===== src/rtl/afpm_pkg.sv =====
// Shared types and constants for the FP16 byte sequencer.
//   seq_state_t     : sequencer FSM states
//   fp16_bytes_t    : FP16 word viewed as high/low bytes
//   FP16_QNAN       : result substituted when the watchdog fires
//   DEFAULT_TIMEOUT : default watchdog limit in WAIT cycles
package afpm_pkg;

  localparam int unsigned BYTE_W = 8;
  localparam int unsigned WORD_W = 16;
  localparam int unsigned CNT_W  = 8;

  localparam logic [WORD_W-1:0] FP16_QNAN = 16'h7E00;
  localparam int unsigned DEFAULT_TIMEOUT = 16;

  typedef enum logic [2:0] {
    ST_LOAD_LO = 3'd0,
    ST_LOAD_HI = 3'd1,
    ST_START   = 3'd2,
    ST_WAIT    = 3'd3,
    ST_OUT_LO  = 3'd4,
    ST_OUT_HI  = 3'd5
  } seq_state_t;

  typedef struct packed {
    logic [BYTE_W-1:0] hi;
    logic [BYTE_W-1:0] lo;
  } fp16_bytes_t;

endpackage


===== src/rtl/afpm_byte_sequencer_if.sv =====
// Bus bundle between the sequencer and its surroundings.
//   in_*   : byte-pair operand stream (valid/ready)
//   mul_*  : start/done contract with the FP16 multiplier
//   out_*  : result byte stream (valid/ready, last on high byte)
// master = sequencer side, slave = pad wrapper / multiplier side.
interface afpm_byte_sequencer_if;
  import afpm_pkg::*;

  logic              in_valid;
  logic [BYTE_W-1:0] in_a;
  logic [BYTE_W-1:0] in_b;
  logic              in_ready;

  logic [WORD_W-1:0] mul_a;
  logic [WORD_W-1:0] mul_b;
  logic              mul_start;
  logic              mul_done;
  logic [WORD_W-1:0] mul_result;

  logic [BYTE_W-1:0] out_byte;
  logic              out_valid;
  logic              out_last;
  logic              out_ready;

  modport master (
    input  in_valid, in_a, in_b, mul_done, mul_result, out_ready,
    output in_ready, mul_a, mul_b, mul_start, out_byte, out_valid, out_last
  );

  modport slave (
    output in_valid, in_a, in_b, mul_done, mul_result, out_ready,
    input  in_ready, mul_a, mul_b, mul_start, out_byte, out_valid, out_last
  );

endinterface


===== src/rtl/afpm_wdog_cnt.sv =====
// Watchdog counter for the WAIT state.
//   clk, rst : clock, synchronous active-high reset
//   clr      : zero the count (takes priority over en)
//   en       : advance the count by one
//   hit      : count has reached TIMEOUT-1
module afpm_wdog_cnt
  import afpm_pkg::*;
#(
  parameter int unsigned TIMEOUT = DEFAULT_TIMEOUT
) (
  input  logic clk,
  input  logic rst,
  input  logic clr,
  input  logic en,
  output logic hit
);

  localparam logic [CNT_W-1:0] HIT_VAL = CNT_W'(TIMEOUT - 1);

  logic [CNT_W-1:0] cnt_q;

  // Count register
  always_ff @(posedge clk) begin
    if (rst || clr) begin
      cnt_q <= '0;
    end else if (en) begin
      cnt_q <= cnt_q + CNT_W'(1);
    end
  end

  assign hit = (cnt_q == HIT_VAL);

endmodule


===== src/rtl/afpm_byte_sequencer.sv =====
// Byte-serial front end for the approximate FP16 multiplier: collects two
// byte pairs (low first), launches one multiply, waits under a watchdog and
// returns the product as two bytes (low first, out_last on the high byte).
//   clk, rst : clock, synchronous active-high reset
//   bus      : operand stream, multiplier contract and result stream
//   clr_err  : clears the sticky watchdog flag
//   busy     : high outside LOAD_LO
//   err      : sticky watchdog flag (set beats clear)
//   op_count : completed operations, wraps at 256
module afpm_byte_sequencer
  import afpm_pkg::*;
#(
  parameter int unsigned TIMEOUT = DEFAULT_TIMEOUT
) (
  input  logic                         clk,
  input  logic                         rst,
  afpm_byte_sequencer_if.master        bus,
  input  logic                         clr_err,
  output logic                         busy,
  output logic                         err,
  output logic [BYTE_W-1:0]            op_count
);

  seq_state_t        state_q, state_d;
  fp16_bytes_t       a_q, a_d, b_q, b_d, r_q, r_d;
  logic              err_d;
  logic [BYTE_W-1:0] op_count_d;

  logic              in_ready_q, in_ready_d;
  logic              mul_start_q, mul_start_d;
  logic              out_valid_q, out_valid_d;
  logic              out_last_q, out_last_d;
  logic [BYTE_W-1:0] out_byte_q, out_byte_d;
  logic              busy_d;

  logic in_hs, out_hs;
  logic wd_clr, wd_en, wd_hit;

  assign in_hs  = bus.in_valid && in_ready_q;
  assign out_hs = out_valid_q && bus.out_ready;

  // Counter restarts in START and counts WAIT cycles without completion
  assign wd_clr = (state_q == ST_START);
  assign wd_en  = (state_q == ST_WAIT) && !bus.mul_done;

  afpm_wdog_cnt #(.TIMEOUT(TIMEOUT)) u_wdog (
    .clk (clk),
    .rst (rst),
    .clr (wd_clr),
    .en  (wd_en),
    .hit (wd_hit)
  );

  // State and datapath registers
  always_ff @(posedge clk) begin
    if (rst) begin
      state_q  <= ST_LOAD_LO;
      a_q      <= '0;
      b_q      <= '0;
      r_q      <= '0;
      err      <= 1'b0;
      op_count <= '0;
    end else begin
      state_q  <= state_d;
      a_q      <= a_d;
      b_q      <= b_d;
      r_q      <= r_d;
      err      <= err_d;
      op_count <= op_count_d;
    end
  end

  // Next-state and datapath update
  always_comb begin
    state_d    = state_q;
    a_d        = a_q;
    b_d        = b_q;
    r_d        = r_q;
    err_d      = err;
    op_count_d = op_count;

    if (clr_err) begin
      err_d = 1'b0;
    end

    case (state_q)
      ST_LOAD_LO: begin
        if (in_hs) begin
          a_d.lo  = bus.in_a;
          b_d.lo  = bus.in_b;
          state_d = ST_LOAD_HI;
        end
      end
      ST_LOAD_HI: begin
        if (in_hs) begin
          a_d.hi  = bus.in_a;
          b_d.hi  = bus.in_b;
          state_d = ST_START;
        end
      end
      ST_START: begin
        state_d = ST_WAIT;
      end
      ST_WAIT: begin
        // A completion on the watchdog's final cycle still wins
        if (bus.mul_done) begin
          r_d     = fp16_bytes_t'(bus.mul_result);
          state_d = ST_OUT_LO;
        end else if (wd_hit) begin
          r_d     = fp16_bytes_t'(FP16_QNAN);
          err_d   = 1'b1;
          state_d = ST_OUT_LO;
        end
      end
      ST_OUT_LO: begin
        if (out_hs) begin
          state_d = ST_OUT_HI;
        end
      end
      ST_OUT_HI: begin
        if (out_hs) begin
          op_count_d = op_count + BYTE_W'(1);
          state_d    = ST_LOAD_LO;
        end
      end
      default: begin
        state_d = ST_LOAD_LO;
      end
    endcase
  end

  // Output decode from the upcoming state so every output is a flop
  always_comb begin
    in_ready_d  = 1'b0;
    mul_start_d = 1'b0;
    out_valid_d = 1'b0;
    out_last_d  = 1'b0;
    out_byte_d  = '0;
    busy_d      = 1'b1;

    case (state_d)
      ST_LOAD_LO: begin
        in_ready_d = 1'b1;
        busy_d     = 1'b0;
      end
      ST_LOAD_HI: begin
        in_ready_d = 1'b1;
      end
      ST_START: begin
        mul_start_d = 1'b1;
      end
      ST_OUT_LO: begin
        out_valid_d = 1'b1;
        out_byte_d  = r_d.lo;
      end
      ST_OUT_HI: begin
        out_valid_d = 1'b1;
        out_last_d  = 1'b1;
        out_byte_d  = r_d.hi;
      end
      default: begin
      end
    endcase
  end

  // Output registers
  always_ff @(posedge clk) begin
    if (rst) begin
      in_ready_q  <= 1'b1;
      mul_start_q <= 1'b0;
      out_valid_q <= 1'b0;
      out_last_q  <= 1'b0;
      out_byte_q  <= '0;
      busy        <= 1'b0;
    end else begin
      in_ready_q  <= in_ready_d;
      mul_start_q <= mul_start_d;
      out_valid_q <= out_valid_d;
      out_last_q  <= out_last_d;
      out_byte_q  <= out_byte_d;
      busy        <= busy_d;
    end
  end

  assign bus.in_ready  = in_ready_q;
  assign bus.mul_start = mul_start_q;
  assign bus.mul_a     = a_q;
  assign bus.mul_b     = b_q;
  assign bus.out_valid = out_valid_q;
  assign bus.out_last  = out_last_q;
  assign bus.out_byte  = out_byte_q;

endmodule

===== src/flat_wrapper.sv =====
// flat-port wrapper written by rule: the top's interface ports become plain ports
module afpm_byte_sequencer_flat import afpm_pkg::*;
#(
  parameter int unsigned TIMEOUT = DEFAULT_TIMEOUT
)
  (clk, rst, clr_err, busy, err, op_count, bus_in_valid, bus_in_a, bus_in_b, bus_mul_done, bus_mul_result, bus_out_ready, bus_in_ready, bus_mul_a, bus_mul_b, bus_mul_start, bus_out_byte, bus_out_valid, bus_out_last);
  afpm_byte_sequencer_if bus_i ();
  input  logic clk;
  input  logic rst;
  input  logic clr_err;
  output logic busy;
  output logic err;
  output logic [BYTE_W-1:0] op_count;
  input wire logic [$bits(bus_i.in_valid)-1:0] bus_in_valid;
  input wire logic [$bits(bus_i.in_a)-1:0] bus_in_a;
  input wire logic [$bits(bus_i.in_b)-1:0] bus_in_b;
  input wire logic [$bits(bus_i.mul_done)-1:0] bus_mul_done;
  input wire logic [$bits(bus_i.mul_result)-1:0] bus_mul_result;
  input wire logic [$bits(bus_i.out_ready)-1:0] bus_out_ready;
  output wire logic [$bits(bus_i.in_ready)-1:0] bus_in_ready;
  output wire logic [$bits(bus_i.mul_a)-1:0] bus_mul_a;
  output wire logic [$bits(bus_i.mul_b)-1:0] bus_mul_b;
  output wire logic [$bits(bus_i.mul_start)-1:0] bus_mul_start;
  output wire logic [$bits(bus_i.out_byte)-1:0] bus_out_byte;
  output wire logic [$bits(bus_i.out_valid)-1:0] bus_out_valid;
  output wire logic [$bits(bus_i.out_last)-1:0] bus_out_last;
  assign bus_i.in_valid = bus_in_valid;
  assign bus_i.in_a = bus_in_a;
  assign bus_i.in_b = bus_in_b;
  assign bus_i.mul_done = bus_mul_done;
  assign bus_i.mul_result = bus_mul_result;
  assign bus_i.out_ready = bus_out_ready;
  assign bus_in_ready = bus_i.in_ready;
  assign bus_mul_a = bus_i.mul_a;
  assign bus_mul_b = bus_i.mul_b;
  assign bus_mul_start = bus_i.mul_start;
  assign bus_out_byte = bus_i.out_byte;
  assign bus_out_valid = bus_i.out_valid;
  assign bus_out_last = bus_i.out_last;
  afpm_byte_sequencer #(.TIMEOUT(TIMEOUT)) u_core (.clk(clk), .rst(rst), .bus(bus_i), .clr_err(clr_err), .busy(busy), .err(err), .op_count(op_count));
endmodule

===== config.mk =====
export PLATFORM = sky130hd
export DESIGN_NAME = afpm_byte_sequencer_flat
export DESIGN_NICKNAME = d
export VERILOG_FILES = /design/src/rtl/afpm_pkg.sv /design/src/rtl/afpm_byte_sequencer_if.sv /design/src/rtl/afpm_wdog_cnt.sv /design/src/rtl/afpm_byte_sequencer.sv /design/src/flat_wrapper.sv
export SDC_FILE = /design/constraint.sdc
export NUM_CORES = 1
export LEC_CHECK = 0
export CAP_MARGIN = 20
export CORE_UTILIZATION = 52
export DETAILED_ROUTE_END_ITERATION = 7
export GPL_ROUTABILITY_DRIVEN = 1
export PLACE_DENSITY = 0.85
export SKIP_CTS_REPAIR_TIMING = 1
export SYNTH_ARGS = -nofsm -noshare
export SYNTH_HDL_FRONTEND = slang
export SYNTH_SLANG_ARGS = --single-unit

===== constraint.sdc =====
create_clock -name clk -period 3.5 [get_ports clk]
set_input_delay 0.7 -clock clk [delete_from_list [all_inputs] [get_ports clk]]
set_output_delay 0.7 -clock clk [all_outputs]
set_load 0.1 [all_outputs]

==> impl_table.tex, run 1 <==
\begin{tabular}{lr}
\hline
Metric & Value \\
\hline
\multicolumn{2}{l}{\textbf{Yosys}} \\
\quad Post-synthesis xor/xnor area fraction & 3.333\% \\
\quad EDFF count, synth & 0 \\
\quad Simple-gate portion of the synthesized area & 24.03\% \\
\quad Adder-cell share of the synthesized area & 0.7326\% \\
\quad Net count after synthesis & 438 \\
\quad Post-synth top flop & sky130\_fd\_sc\_hd\_\_dfxtp\_1 \\
\quad Post-synthesis instance area & 3416 µm² \\
\quad Post-synthesis instance total & 398 \\
\quad Synth Area in Compound Gates & 18.06\% \\
\quad Count of warnings emitted by yosys & 0 \\
\quad Largest cells by area after synthesis & sky130\_fd\_sc\_hd\_\_dfxtp\_1 (47\%), sky130\_fd\_sc\_hd\_\_nand2\_1 (9.1\%), sky130\_fd\_sc\_hd\_\_a21oi\_1 (5.4\%) \\
\quad Asr flop ratio synth & 0\% \\
\quad Most numerous cell types in the synthesized netlist & sky130\_fd\_sc\_hd\_\_nand2\_1 (83), sky130\_fd\_sc\_hd\_\_dfxtp\_1 (81), sky130\_fd\_sc\_hd\_\_a21oi\_1 (37) \\
\quad Synth area leader & sky130\_fd\_sc\_hd\_\_dfxtp\_1 \\
\quad Main combinational cell family by area after synthesis & simple AND/OR/NAND/NOR gates \\
\quad Most common cell in the netlist & sky130\_fd\_sc\_hd\_\_nand2\_1 \\
\quad Count of distinct cell types in the synthesized netlist & 53 \\
\quad Multiplexer share of the synthesized area & 0.9158\% \\
\quad Fraction of synthesized cell area taken by the top area cell type & 47.47\% \\
\quad Mean area per synthesized cell & 8.582 µm² \\
\quad Proportion of synthesized chip area in sequential cells & 47.47\% \\
\quad Synth Register Bits & 81 \\
\multicolumn{2}{l}{\textbf{Worst setup path}} \\
\quad Critical path start-end classification & reg -> out \\
\quad Buf/Inv on CP & 1 \\
\quad Data arrival time of the critical path & 1.94 ns \\
\quad Cell Chain, Critical Path & clkdlybuf4s50\_1 \\
\quad Data required, critical path & 2.80 ns \\
\quad Cell family contributing the most delay on the critical path & buffers and inverters \\
\quad Cell type of the slowest stage on the worst timing path & sky130\_fd\_sc\_hd\_\_clkdlybuf4s50\_1 \\
\quad Kind of start point of the critical path & flop \\
\quad Critical Path End Type & primary output \\
\quad Highest fanout seen on the critical path & 6 \\
\quad Highest cell delay on the worst timing path & 1.17 ns \\
\multicolumn{2}{l}{\textbf{STA}} \\
\quad Endpoints failing hold & 0 \\
\quad Layout Skew & 0.01044 ns \\
\quad Final min period & 2.638 ns \\
\quad Maximum frequency from static timing analysis & 379.0 MHz \\
\quad Count of endpoints failing setup in the final report & 0 \\
\quad Total negative slack & 0 ns \\
\quad Slew at the pin closest to its max-slew limit & 1.012 ns \\
\quad RSZ-0062 raised after global routing & no \\
\quad Portion of the clock cycle consumed by the worst path in the final layout & 75.38\% \\
\quad Relative slew slack & 32.31\% \\
\quad Final Max Slew Viols & 0 \\
\quad Setup slack after layout & 0.8618 ns \\
\multicolumn{2}{l}{\textbf{Finish}} \\
\quad Share of post-route cells with drive strength above 1 & 7.645\% \\
\quad Footprint of the multi-input gates & 1608 µm² \\
\quad Count of inserted antenna diode cells & 0 \\
\quad Number of nets in the layout & 519 \\
\quad Syn-to-layout area delta & 33.81\% \\
\quad Final instance count without filler cells & 561 \\
\quad Area taken by flip-flops and latches & 1622 µm² \\
\quad Fill cell total of the finished layout & 497 \\
\multicolumn{2}{l}{\textbf{Clock tree}} \\
\quad CTS tree & built \\
\quad TritonCTS Sinks & 81 \\
\quad Clock transition time at the flip-flop clock pins of the worst setup and hold paths & 0.08 ns \\
\quad Number of H-tree branching levels & 3 \\
\quad Root buffer cell & sky130\_fd\_sc\_hd\_\_clkbuf\_8 \\
\quad Maximum root-to-sink buffer count & 2 \\
\quad Clock insertion delay at the later pin of the skew report & 0.36 ns \\
\quad CTS Buf Count & 9 \\
\multicolumn{2}{l}{\textbf{Placement}} \\
\quad Number of buffers inserted by port buffering & 91 \\
\quad Cell Count Post-Placement & 545 \\
\quad Worst setup timing slack at the placement stage & 0.8369 ns \\
\quad Final Wtd Congestion & 0.8102 \\
\quad Half-perimeter wire length of the detailed placement result & 6076 µm \\
\multicolumn{2}{l}{\textbf{Global routing}} \\
\quad Total gr overflow & 0 \\
\quad Pin count of the biggest net entering global routing & 47 \\
\quad Met3 global-route usage & 6.461\% \\
\quad Wire length of the first global-routing pass & 14210 µm \\
\quad Initial antenna violation count & 0 \\
\quad GRT Total Usage & 25.81\% \\
\quad Met2 routing resource usage after global routing & 42.92\% \\
\quad Via count of the first global-routing pass & 3005 \\
\quad Peak-usage layer in the global routing report & met2 \\
\quad Fraction of met1 tracks used by global routing & 31.70\% \\
\multicolumn{2}{l}{\textbf{Min path}} \\
\quad Path category of the worst min-delay check & reg -> reg \\
\multicolumn{2}{l}{\textbf{Floorplan}} \\
\quad Total die area & 6897 µm² \\
\quad Boundary pin count & 92 \\
\quad Die span in x & 83.05 µm \\
\quad Count of standard-cell rows & 29 \\
\quad Area of the placeable core & 6350 µm² \\
\quad Y dimension of the die & 83.05 µm \\
\quad Initial cell density of the core & 53.79\% \\
\multicolumn{2}{l}{\textbf{Power and ir drop}} \\
\quad Share of total power in combinational logic & 31.2\% \\
\quad Cell-internal power & 1.695 mW \\
\quad Clock network power share & 30.4\% \\
\quad Total leakage power & 1.636 nW \\
\quad Share of power burned in registers & 38.4\% \\
\quad IR Drop Worst-Case VDD & 0.0004892 V \\
\quad Psw & 1.039 mW \\
\quad Power density over the cells & 598.1 nW/µm² \\
\quad Proportion of total power due to net switching & 38.00\% \\
\multicolumn{2}{l}{\textbf{Route}} \\
\quad Antenna viol nets, final & 0 \\
\quad Number of violations reported at the end of detailed-routing iteration 0 & 211 \\
\quad Total detailed-routing wirelength & 8678 µm \\
\quad Routed WL per cell & 15.47 µm \\
\quad Post-DR vias/cell & 5.699 \\
\quad Post-detailed-route DRC marker count & 0 \\
\quad First-pass iteration count of the detailed router & 4 \\
\quad Vias & 3197 \\
\multicolumn{2}{l}{\textbf{Job}} \\
\quad Count of max-cap constraint violations & 0 \\
\multicolumn{2}{l}{\textbf{Outcome}} \\
\quad Outcome & finished clean \\
\hline
\end{tabular}
cell usage in the layout (no fill, tap or decap), types with 6 or more instances in the layout:
master	netlist	routed
sky130_fd_sc_hd__nand2_1	83	83
sky130_fd_sc_hd__inv_1	13	13
sky130_fd_sc_hd__clkdlybuf4s50_1	0	88
sky130_fd_sc_hd__dfxtp_1	81	81
sky130_fd_sc_hd__xnor2_1	9	9
sky130_fd_sc_hd__nor2_1	20	20
sky130_fd_sc_hd__buf_4	1	9
sky130_fd_sc_hd__o22ai_1	6	6
sky130_fd_sc_hd__a2111oi_0	10	10
sky130_fd_sc_hd__nor3_1	17	17
sky130_fd_sc_hd__a21oi_1	37	37
sky130_fd_sc_hd__a211oi_1	6	6
sky130_fd_sc_hd__a211o_1	6	6
sky130_fd_sc_hd__clkbuf_8	1	9
sky130_fd_sc_hd__nor3b_1	6	6
tightest hold or removal path: stages, from the launching register on:
cell and delay (ns):
sky130_fd_sc_hd__dfxtp_1 0.31, sky130_fd_sc_hd__nand2_1 0.05, sky130_fd_sc_hd__a21oi_1 0.05
state kept, by name, summed over array words and instances, names as in the netlist:
| name | cells |
|---|---|
| u_core.bus.mul_a | 16 |
| u_core.bus.mul_b | 16 |
| u_core.r_q | 16 |
| u_core.bus.out_byte | 8 |
| u_core.op_count | 8 |
| u_core.u_wdog.cnt_q | 8 |
| u_core.state_q | 3 |
| u_core.bus.in_ready | 1 |
| u_core.bus.mul_start | 1 |
| u_core.bus.out_last | 1 |
| u_core.bus.out_valid | 1 |
| u_core.busy | 1 |
| u_core.err | 1 |
power groups by stage:
stage                     Combinational [mW]  Sequential (mW)  Clock (mW)
after floorplan                        0.257             1.45           0
after global placement                 0.836             1.07           0
after detailed placement               0.852             1.07           0
after CTS                              0.853             1.05       0.837
after global routing                   0.895             1.06       0.877
final                                  0.854             1.05       0.830
stage by stage:
step           hold WS, ns  total power, mW  instance area, µm²  util, %
6_report            0.4547            2.734                4571    71.98
5_1_grt             0.4775            2.833                4571    71.98
3_5_place_dp        0.4471            1.922                4328    68.16
4_1_cts             0.4578            2.739                4571    71.98
2_1_floorplan       0.4484            1.704                3416        -
3_3_place_gp        0.4410            1.903                4328    68.16
kinds of logic after synthesis:
group                      after synthesis
AOI/OAI and AO/OA                       91
buffers and inverters                   41
DFF                                     81
and+or+nand+nor                        167
adders and majority gates                2
muxes                                    3
xor gates and xnor gates                13
path summary, 6_finish.rpt:
kind                                      from                                 to  slack, ns  cells past startpoint
min          u_core.bus.mul_a[11]$_SDFFE_PP0P_  u_core.bus.mul_a[11]$_SDFFE_PP0P_       0.45                      2
max            u_core.op_count[4]$_SDFFE_PP0P_                        op_count[4]       0.86                      1
min reg2reg  u_core.bus.mul_a[11]$_SDFFE_PP0P_  u_core.bus.mul_a[11]$_SDFFE_PP0P_       0.45                      2
max reg2reg       u_core.state_q[1]$_SDFF_PP0_  u_core.bus.out_byte[1]$_SDFF_PP0_       1.20                      4
per-layer routing:
metal	share of wire, %	up-vias
met4	2.4	0
met3	4.7	18
met1	43	1524
met5	0	-
met2	50	88
li1	-	1567
area by class of cell:
type | count | share of cell area, %
clock inverter | 6 | 2.518
inverter | 13 | 1.068
multi-input combinational | 276 | 35.18
timing repair buffer | 98 | 20.86
tap | 77 | 2.108
sequential | 81 | 35.48
clock buffer | 10 | 2.792
Note: power is estimated with default switching activity, not from simulation.
==> run 2, diff against run 1 <==
Settings changed: CORE_UTILIZATION 52 to 43, PLACE_DENSITY 0.85 to 0.75.
Clock period 3.5 ns to 2.25 ns, I/O delays scaled along.
==> impl_table.tex, run 2 (synthesis gave the netlist of run 1 again) <==
\begin{tabular}{lr}
\hline
Metric & Value \\
\hline
\multicolumn{2}{l}{\textbf{Outcome}} \\
\quad Outcome & finished clean \\
\multicolumn{2}{l}{\textbf{Finish}} \\
\quad Non-Filler Cell Area, Final & 4542 µm² (-0.63\%) \\
\quad Count of inserted antenna diode cells & 0 (unchanged) \\
\quad Syn-to-layout area delta & 32.97\% \\
\quad Number of nets in the layout & 532 (+2.5\%) \\
\quad Most frequent cells in the layout & sky130\_fd\_sc\_hd\_\_nand2\_1 (83), sky130\_fd\_sc\_hd\_\_dfxtp\_1 (80), sky130\_fd\_sc\_hd\_\_buf\_4 (74) \\
\quad Share of post-route cells with drive strength above 1 & 20.93\% (+13 points) \\
\quad Commonest non-fill, non-tap cell in the layout & sky130\_fd\_sc\_hd\_\_nand2\_1 \\
\quad Fill cell total of the finished layout & 716 (+44\%) \\
\multicolumn{2}{l}{\textbf{Route}} \\
\quad Routed WL per cell & 13.80 µm (-11\%) \\
\quad Total detailed-routing wirelength & 8267 µm (-4.7\%) \\
\quad Antenna viol nets, final & 0 (unchanged) \\
\quad Number of violations reported at the end of detailed-routing iteration 0 & 169 (-20\%) \\
\quad Post-detailed-route DRC marker count & 0 (unchanged) \\
\quad Vias & 3181 (-0.50\%) \\
\quad First-pass iteration count of the detailed router & 4 (unchanged) \\
\quad Post-DR vias/cell & 5.311 (-6.8\%) \\
\multicolumn{2}{l}{\textbf{Floorplan}} \\
\quad Die span in x & 91.13 µm (+9.7\%) \\
\quad Boundary pin count & 92 (unchanged) \\
\quad Area of the placeable core & 7687 µm² (+21\%) \\
\quad Initial cell density of the core & 44.43\% (-9.4 points) \\
\quad Y dimension of the die & 91.13 µm (+9.7\%) \\
\quad Count of standard-cell rows & 32 (+10\%) \\
\quad Total die area & 8304 µm² (+20\%) \\
\multicolumn{2}{l}{\textbf{Job}} \\
\quad Count of max-cap constraint violations & 0 (unchanged) \\
\multicolumn{2}{l}{\textbf{STA}} \\
\quad Final min period & 2.013 ns \\
\quad Count of endpoints failing setup in the final report & 0 (unchanged) \\
\quad Endpoints failing hold & 0 (unchanged) \\
\quad Maximum frequency from static timing analysis & 496.7 MHz \\
\quad Layout Skew & 0.01313 ns (+0.002699 ns) \\
\quad Total negative slack & 0 ns (unchanged) \\
\quad Final Max Slew Viols & 0 (unchanged) \\
\quad Portion of the clock cycle consumed by the worst path in the final layout & 89.48\% \\
\quad Slew at the pin closest to its max-slew limit & 0.5759 ns (-0.4363 ns) \\
\quad Worst slack on hold paths & 0.4575 ns (+0.002811 ns) \\
\quad Relative slew slack & 60.61\% (+28 points) \\
\quad RSZ-0062 raised after global routing & no \\
\multicolumn{2}{l}{\textbf{Global routing}} \\
\quad Via count of the first global-routing pass & 3078 (+2.4\%) \\
\quad Met2 routing resource usage after global routing & 35.67\% (-7.3 points) \\
\quad Wire length of the first global-routing pass & 13940 µm (-1.9\%) \\
\quad Peak-usage layer in the global routing report & met2 \\
\quad Total gr overflow & 0 (unchanged) \\
\quad Pin count of the biggest net entering global routing & 37 (-21\%) \\
\quad GRT Total Usage & 20.49\% (-5.3 points) \\
\quad Met3 global-route usage & 4.271\% (-2.2 points) \\
\quad Initial antenna violation count & 0 (unchanged) \\
\quad Fraction of met1 tracks used by global routing & 25.08\% (-6.6 points) \\
\multicolumn{2}{l}{\textbf{Clock tree}} \\
\quad CTS Buf Count & 9 (unchanged) \\
\quad Maximum root-to-sink buffer count & 2 (unchanged) \\
\quad Clock insertion delay at the later pin of the skew report & 0.35 ns (about the same) \\
\quad Number of H-tree branching levels & 3 (unchanged) \\
\quad Root buffer cell & sky130\_fd\_sc\_hd\_\_clkbuf\_8 \\
\quad TritonCTS Sinks & 81 (unchanged) \\
\quad CTS tree & built \\
\quad Clock transition time at the flip-flop clock pins of the worst setup and hold paths & 0.08 ns (about the same) \\
\multicolumn{2}{l}{\textbf{Power and ir drop}} \\
\quad Total leakage power & 1.781 nW (+8.9\%) \\
\quad Share of power burned in registers & 39.4\% (+1.0 points) \\
\quad Cell-internal power & 2.474 mW (+46\%) \\
\quad Clock network power share & 27.4\% (-3.0 points) \\
\quad Power density over the cells & 897.6 nW/µm² (+50\%) \\
\quad Psw & 1.602 mW (+54\%) \\
\quad Share of total power in combinational logic & 33.2\% (+2.0 points) \\
\quad IR Drop Worst-Case VDD & 0.0003444 V (-30\%) \\
\quad Proportion of total power due to net switching & 39.31\% (+1.3 points) \\
\multicolumn{2}{l}{\textbf{Placement}} \\
\quad Final Wtd Congestion & 0.7697 (-5.0\%) \\
\quad Half-perimeter wire length of the detailed placement result & 5893 µm (-3.0\%) \\
\quad Number of buffers inserted by port buffering & 91 (unchanged) \\
\quad Placed Area & 4328 µm² (unchanged) \\
\multicolumn{2}{l}{\textbf{Min path}} \\
\quad Path category of the worst min-delay check & reg -> reg \\
\quad Hold Crit Start & u\_core.bus.mul\_b[8]\$\_SDFFE\_PP0P\_ \\
\multicolumn{2}{l}{\textbf{Worst setup path}} \\
\quad Cell family contributing the most delay on the critical path & compound AO/OA/AOI/OAI gates \\
\quad Critical path start-end classification & reg -> reg \\
\quad Startpoint of the worst-slack reg-to-reg timing path & u\_core.u\_wdog.cnt\_q[0]\$\_SDFFE\_PP0P\_ \\
\quad Highest cell delay on the worst timing path & 0.49 ns (-0.68 ns) \\
\quad Data required, critical path & 2.49 ns (-0.31 ns) \\
\quad Buf/Inv on CP & 0 (-1) \\
\quad Highest fanout seen on the critical path & 13 (+7) \\
\quad Worst setup path startpoint & u\_core.u\_wdog.cnt\_q[0]\$\_SDFFE\_PP0P\_ \\
\quad Cell Chain, Critical Path & ha\_1 -> and3\_2 -> a21oi\_2 -> o21ai\_1 -> a31o\_2 \\
\quad Kind of start point of the critical path & flop \\
\quad Cell type of the slowest stage on the worst timing path & sky130\_fd\_sc\_hd\_\_a21oi\_2 \\
\quad Critical Path End Type & flop \\
\quad Data arrival time of the critical path & 2.25 ns (+0.31 ns) \\
\hline
\end{tabular}
[run 2: cell count changes in the layout (fill, tap and decap cells not counted)]
cell	before	now
sky130_fd_sc_hd__clkbuf_8	9	11
sky130_fd_sc_hd__clkdlybuf4s50_1	88	36
sky130_fd_sc_hd__dfxtp_1	81	80
sky130_fd_sc_hd__bufinv_16	3	1
sky130_fd_sc_hd__dfxtp_2	0	1
sky130_fd_sc_hd__clkinvlp_4	1	2
sky130_fd_sc_hd__clkbuf_1	1	0
sky130_fd_sc_hd__buf_4	9	74
[run 2: worst min-delay path, cell delays in order, from the launching register on]
cell and delay, ns:
sky130_fd_sc_hd__dfxtp_1 0.31, sky130_fd_sc_hd__nand2_1 0.05, sky130_fd_sc_hd__a21oi_1 0.05
[run 2: power groups by stage]
stage | Clock [mW] | Sequential [mW] | Combinational [mW]
finish | 1.12 | 1.61 | 1.35
global placement | 0 | 1.63 | 1.34
detailed placement | 0 | 1.64 | 1.35
global route | 1.20 | 1.62 | 1.43
CTS | 1.13 | 1.61 | 1.36
floorplan | 0 | 2.25 | 0.400
[run 2: per-layer routing]
layer | vias up | part of all wire [%]
li1 | 1599 | -
met4 | 0 | 1.6
met2 | 75 | 49
met1 | 1493 | 45
met3 | 14 | 4.3
met5 | - | 0
[run 2: metrics by stage]
step,std cells,power (mW),setup WS [ns],utilization [%]
2_1_floorplan,398,2.652,0.06860,-
3_3_place_gp,583,2.975,0.07885,56.30
3_5_place_dp,583,2.991,0.02018,56.30
4_1_cts,599,4.093,0.2686,59.08
5_1_grt,599,4.250,0.06833,59.08
6_report,599,4.077,0.2367,59.08
[run 2: path summary, 6_finish.rpt]
path	end	slack [ns]	depth (start not counted)
max reg2reg	u_core.bus.out_byte[2]$_SDFF_PP0_	0.24	5
min	u_core.bus.mul_b[8]$_SDFFE_PP0P_	0.46	2
max	u_core.bus.out_byte[2]$_SDFF_PP0_	0.24	5
min reg2reg	u_core.bus.mul_b[8]$_SDFFE_PP0P_	0.46	2
[run 2: area by class of cell]
class                           instances  area, µm²  share of cell area (%)
Sequential cell                        81       1623                   35.73
Multi-Input combinational cell        276       1608                   35.40
Timing Repair Buffer                  111      920.9                   20.28
Clock buffer                           11      151.4                   3.333
Tap cell                              102      127.6                   2.810
Clock inverter                          5      62.56                   1.377
Inverter                               13      48.80                   1.074
